==> src/rtl/shifter_pkg.sv <==
// Shared encodings for the sequential shifter: operation modes and FSM states.
// Kept in one place so the step ALU and the sequencing FSM decode identically.
package shifter_pkg;

  typedef logic [1:0] mode_t;
  typedef logic [1:0] state_t;

  // Operation select, as presented on the mode port.
  localparam mode_t MODE_SLL = 2'b00;
  localparam mode_t MODE_SRL = 2'b01;
  localparam mode_t MODE_SRA = 2'b10;
  localparam mode_t MODE_ROL = 2'b11;

  // Sequencer states. 2'b11 is unused and recovers to idle.
  localparam state_t ST_IDLE  = 2'b00;
  localparam state_t ST_SHIFT = 2'b01;
  localparam state_t ST_DONE  = 2'b10;

endpackage

==> src/rtl/shift_step.sv <==
// Single combinational shift of a WIDTH-bit word by 0..STEP bits.
// The sequencer calls this once per cycle with the number of bits still owed,
// clipped to STEP, so each instance only needs a STEP-deep barrel.
module shift_step
  import shifter_pkg::*;
#(
  parameter int unsigned WIDTH = 32,
  parameter int unsigned STEP  = 1,
  parameter int unsigned AMT_W = $clog2(STEP) + 1
) (
  input  logic [WIDTH-1:0] din_i,
  input  mode_t            mode_i,
  input  logic [AMT_W-1:0] amt_i,
  output logic [WIDTH-1:0] dout_o
);

  logic [2*WIDTH-1:0] rot_wide;

  // Select the shift flavour; rotate takes the top half of a doubled word so
  // bits leaving the MSB end re-enter at the LSB end.
  always_comb begin
    rot_wide = {din_i, din_i} << amt_i;
    dout_o   = din_i;
    case (mode_i)
      MODE_SLL: dout_o = din_i << amt_i;
      MODE_SRL: dout_o = din_i >> amt_i;
      MODE_SRA: dout_o = $signed(din_i) >>> amt_i;
      MODE_ROL: dout_o = rot_wide[2*WIDTH-1 -: WIDTH];
      default:  dout_o = din_i;
    endcase
  end

endmodule

==> src/rtl/seq_shifter.sv <==
// Multi-cycle shifter: accepts a request when idle or finishing, then shifts
// the captured operand by up to STEP bits per cycle until shamt is consumed.
// done pulses for one cycle in the DONE state; dout holds the last result.
module seq_shifter
  import shifter_pkg::*;
#(
  parameter int unsigned WIDTH   = 32,
  parameter int unsigned STEP    = 1,
  localparam int unsigned SHAMT_W = $clog2(WIDTH)
) (
  input  logic               clk,
  input  logic               rst_n,
  input  logic               start,
  input  logic [1:0]         mode,
  input  logic [SHAMT_W-1:0] shamt,
  input  logic [WIDTH-1:0]   din,
  output logic               busy,
  output logic               done,
  output logic [WIDTH-1:0]   dout
);

  localparam int unsigned AMT_W = $clog2(STEP) + 1;

  // STEP can equal WIDTH, which needs one more bit than SHAMT_W to compare.
  localparam logic [SHAMT_W:0] StepExt = (SHAMT_W + 1)'(STEP);

  state_t             state_q, state_d;
  mode_t              mode_q, mode_d;
  logic [WIDTH-1:0]   work_q, work_d;
  logic [WIDTH-1:0]   dout_q, dout_d;
  logic [SHAMT_W-1:0] rem_q, rem_d;

  logic               last_step;
  logic [SHAMT_W-1:0] step_k;
  logic [AMT_W-1:0]   step_amt;
  logic [WIDTH-1:0]   step_out;

  // Bits shifted this cycle: min(STEP, rem). When rem > STEP we know STEP is
  // below WIDTH, so the truncated constant is exact on that path.
  always_comb begin
    last_step = {1'b0, rem_q} <= StepExt;
    step_k    = last_step ? rem_q : SHAMT_W'(STEP);
    step_amt  = AMT_W'(step_k);
  end

  shift_step #(
    .WIDTH (WIDTH),
    .STEP  (STEP),
    .AMT_W (AMT_W)
  ) u_shift_step (
    .din_i  (work_q),
    .mode_i (mode_q),
    .amt_i  (step_amt),
    .dout_o (step_out)
  );

  // Next-state logic: accept in IDLE/DONE, shift in SHIFT, result on DONE entry.
  always_comb begin
    state_d = state_q;
    mode_d  = mode_q;
    work_d  = work_q;
    dout_d  = dout_q;
    rem_d   = rem_q;
    case (state_q)
      ST_IDLE, ST_DONE: begin
        if (start) begin
          work_d = din;
          mode_d = mode;
          rem_d  = shamt;
          if (shamt == '0) begin
            state_d = ST_DONE;
            dout_d  = din;
          end else begin
            state_d = ST_SHIFT;
          end
        end else begin
          state_d = ST_IDLE;
        end
      end
      ST_SHIFT: begin
        // Requests arriving here are dropped; nothing from the ports is read.
        work_d = step_out;
        rem_d  = rem_q - step_k;
        if (last_step) begin
          state_d = ST_DONE;
          dout_d  = step_out;
        end
      end
      default: state_d = ST_IDLE;
    endcase
  end

  // State registers; reset clears everything so an interrupted op leaves no trace.
  always_ff @(posedge clk or negedge rst_n) begin
    if (!rst_n) begin
      state_q <= ST_IDLE;
      mode_q  <= MODE_SLL;
      work_q  <= '0;
      dout_q  <= '0;
      rem_q   <= '0;
    end else begin
      state_q <= state_d;
      mode_q  <= mode_d;
      work_q  <= work_d;
      dout_q  <= dout_d;
      rem_q   <= rem_d;
    end
  end

  // Status decodes straight from the state flop, so reset forces them at once.
  always_comb begin
    busy = (state_q == ST_SHIFT);
    done = (state_q == ST_DONE);
    dout = dout_q;
  end

endmodule

==> config.mk <==
export PLATFORM = sky130hd
export DESIGN_NAME = seq_shifter
export DESIGN_NICKNAME = d
export VERILOG_FILES = /design/src/rtl/shifter_pkg.sv /design/src/rtl/shift_step.sv /design/src/rtl/seq_shifter.sv
export SDC_FILE = /design/constraint.sdc
export NUM_CORES = 1
export LEC_CHECK = 0
export BUFFER_PORTS_ARGS = -buffer_cell sky130_fd_sc_hd__buf_2
export CAP_MARGIN = 40
export CORE_MARGIN = 3
export CORE_UTILIZATION = 50
export CTS_CLUSTER_DIAMETER = 150
export CTS_CLUSTER_SIZE = 25
export DETAILED_ROUTE_END_ITERATION = 10
export GPL_TIMING_DRIVEN = 0
export PLACE_DENSITY = 0.73
export SYNTH_ARGS = -nofsm -noshare
export SYNTH_HDL_FRONTEND = slang
export SYNTH_HIERARCHICAL = 1
export SYNTH_SLANG_ARGS = --single-unit
==> constraint.sdc <==
create_clock -name clk -period 1.9 [get_ports clk]
set_clock_uncertainty 0.05 [all_clocks]
set_input_delay 0.19 -clock clk [delete_from_list [all_inputs] [get_ports clk]]
set_output_delay 0.19 -clock clk [all_outputs]
set_load 0.01 [all_outputs]
==> summary.txt <==
Outcome
  – Status: complete, but fails checks
  – Violated checks: negative setup slack

Route
  – Vias/cell: 5.356
  – Drt first pass iters: 4
  – Wire per inst: 15.75 um
  – Final wirelength: 10.08 mm
  – Antenna Nets Post-Route: 0
  – DRT iter0 DRCs: 172
  – DRC violations left: 0
  – Vias: 3428

Logic synthesis
  – Yosys top cell by area: dfrtp_1
  – Syn avg cell area: 9.410 um2
  – Post-synthesis register bit count: 73
  – Post-synthesis mux area share: 24.13%
  – Top cells by area, synth: dfrtp_1, mux2i_1, nand2_1
  – Post-Synthesis Net Count: 475
  – Seq/Total Area, Yosys: 44.94%
  – Async SR Flop Fraction: 100.0%
  – Netlist Area Pre-Place: 4065 um2
  – Largest family of logic cells by synthesized area: multiplexers
  – Post-Synth Adder-Cell Area: 0.3078%
  – Main synth FF type: dfrtp_1
  – Number of synthesized flops with an enable pin: 0
  – Compound-Gate Fraction of Synth Area: 10.37%
  – Cells after Synth: 432
  – Share of the synthesized area in the top cell type: 44.94%
  – Synth cell types: 32
  – Simple-Gate Fraction of Synth Area: 15.39%
  – Synth Area in XOR/XNOR: 0.4001%
  – Ys Warns: 6

Floorplanning
  – Placeable Area: 7807 um2
  – DIE AREA: 9249 um2
  – Die H: 96.17 um
  – Rows: 32
  – Die Wd: 96.17 um
  – I/O pins: 76
  – Initial Utilization: 52.07%

Worst setup path
  – CP required: 2.08 ns
  – Worst reg2reg setup slack: -0.06 ns
  – Terminus of the critical flop-to-flop path: dout[17]$_DFFE_PN0P_
  – Crit start category: flop
  – Critical Path Sink: dout[17]$_DFFE_PN0P_
  – Crit. End Element: flop
  – WS Path Type: flop to flop
  – Worst Setup SP: state_q[1]$_DFFE_PN0N_
  – Worst-path maximum fanout: 5
  – CP Depth: 6
  – Worst reg2reg path depth: 6
  – Sum of buffers and inverters on the critical path: 2
  – Largest stage delay on the critical path: 0.38 ns
  – CP Data Arrival Time: 2.14 ns
  – RR Startpoint: state_q[1]$_DFFE_PN0N_
  – Crit path max-delay family: simple AND/OR/NAND/NOR gates
  – Crit-path slowest cell: dfrtp_1
  – Critical-path cell list: nand2b_4 -> or3_4 -> o32ai_4 -> buf_6 -> buf_8 -> mux2_4

Timing
  – F_max: 0.5102 GHz
  – Setup TNS: -1.082 ns
  – Min cycle time layout: 1.960 ns
  – Final Hold Viols: 0
  – Hold_ws: 0.03568 ns
  – Tightest Pin Transition: 0.5296 ns
  – Slew margin rel.: 64.70%
  – PnR worst setup slack: -0.05998 ns
  – RSZ-0062 raised after global routing: yes
  – Fin. max-slew vios: 0
  – Fraction of the cycle the final worst path needs: 103.2%
  – Final number of setup-violating endpoints: 31

Finish
  – # diodes: 0
  – Share of layout cells above drive strength 1: 30.86%
  – # fillers: 624
  – Area occupied by multi-input gates: 2228 um2
  – Area grow syn2layout: 27.76%
  – Final nets: 577
  – Most frequent cells in the layout: nand2_1, buf_2, dfrtp_1
  – Final instance area: 5194 um2
  – Most common cell after layout, fill and taps aside: nand2_1
  – Register area: 1829 um2

Clock network
  – Sink Count: 73
  – Cts bufs inserted: 9
  – Reg clk slew, reported paths: 0.07 ns
  – CTS H-Tree Depth: 3
  – Clock root cell: clkbuf_8
  – CTS tree: yes
  – Clock Tree Buf Depth: 2
  – Latest clock arrival within the worst-skew pair: 0.35 ns

Global route
  – Antenna violations before repair: 0
  – Wire length of the first global-routing pass: 16.27 mm
  – Total track usage: 22.86%
  – Pin count of the biggest net entering global routing: 40
  – Number of global-route vias before repair: 3293
  – Grt total ovfl: 0

Power and ir drop
  – Worst VDD drop: 0.001062 V
  – Power Total: 0.01037 W
  – P per Cell Area: 1997 nW/um2
  – Leak pwr: 2.743 nW

Worst hold path
  – Worst hold path type: input pin to flop

Placed design
  – Detail Placement HPWL: 6.636 mm
  – Pre-CTS setup slack: -0.4009 ns
  – Final GP Congestion: 0.8190
  – Placed inst area: 4611 um2
  – Port Buffers: 75

Run
  – Maxcap violations: 0
==> power by group <==
| group | internal (W) | switching (W) |
|---|---|---|
| clock | 0.000600 | 0.000591 |
| combinational | 0.00308 | 0.00306 |
| sequential | 0.00237 | 0.000671 |
==> synth_stat cells, types with 2 or more instances <==
cell type and n:
a221o_1 2, mux2_1 2, mux2i_1 62, inv_1 2, mux2_2 30, nor2b_1 2, nand3_1 4, nand2_1 106
buf_2 4, dfrtp_1 73, clkbuf_1 18, a21oi_1 30, nor2_1 33, o21ai_0 35, buf_6 7, nor3_1 2
o211ai_1 2, nand2b_1 4
==> worst register-to-register path: cells and delay by family, from the launching register on <==
family / cells / cell delay [ns]
simple gates: 2 / 0.51
mux: 1 / 0.30
buf+inv: 2 / 0.34
compound gates: 1 / 0.27
flops: 1 / 0.38
==> flip-flops by register name, indices dropped and copies added, names as in the netlist <==
signal / count
dout: 32
rem_q: 5
state_q: 2
mode_q: 2
work_q: 32
==> routing by layer <==
layer | part of all wire [%] | GRT usage [%]
met5 | 0 | 0
met4 | 0.89 | 7.701
met3 | 4.8 | 3.127
met2 | 48 | 35.94
met1 | 46 | 32.45
==> worst min path at each step <==
stage	from	endpoint	slack, ns	depth (start not counted)
2_1_floorplan	rst_n	dout[0]$_DFFE_PN0P_	-0.16	0
3_3_place_gp	mode[0]	mode_q[0]$_DFFE_PN0P_	0.35	3
3_5_place_dp	rst_n	dout[3]$_DFFE_PN0P_	0.14	1
4_1_cts	shamt[4]	rem_q[4]$_DFFE_PN0P_	0.03	3
5_1_grt	shamt[4]	rem_q[4]$_DFFE_PN0P_	0.05	3
6_report	shamt[4]	rem_q[4]$_DFFE_PN0P_	0.04	3
==> final cells by class <==
cell class / count / area share [%]
multi-input cells: 326 / 42.91
inverters: 3 / 0.2409
plain buffers: 27 / 4.216
well taps: 102 / 2.457
flip-flops and latches: 73 / 35.22
clock buffers: 10 / 2.457
clock inverters: 5 / 1.084
repair buffers: 94 / 11.42
==> cell families (layout without fill, tap and decap cells) <==
| kind of cell | count (synthesis) | after routing |
|---|---|---|
| simple gates | 156 | 156 |
| fa+ha+maj | 1 | 1 |
| compound gates | 74 | 74 |
| xor+xnor | 1 | 1 |
| mux | 94 | 94 |
| flops | 73 | 73 |
| buf+inv | 33 | 139 |
==> through the flow <==
step,util [%],cells
global route,66.52,640
finish,66.52,640
floorplan,-,432
CTS,65.14,635
detailed placement,59.05,610
global placement,58.77,609
==> timing repair <==
action,in CTS,in global routing
gates cloned,2,1
resized for setup,57,21
setup endpoints to repair,66,55
setup buffers,7,5
pin swaps,3,3
hold buffers,3,0
hold endpoints to repair,36,0
Note: power is estimated with default switching activity, not from simulation.
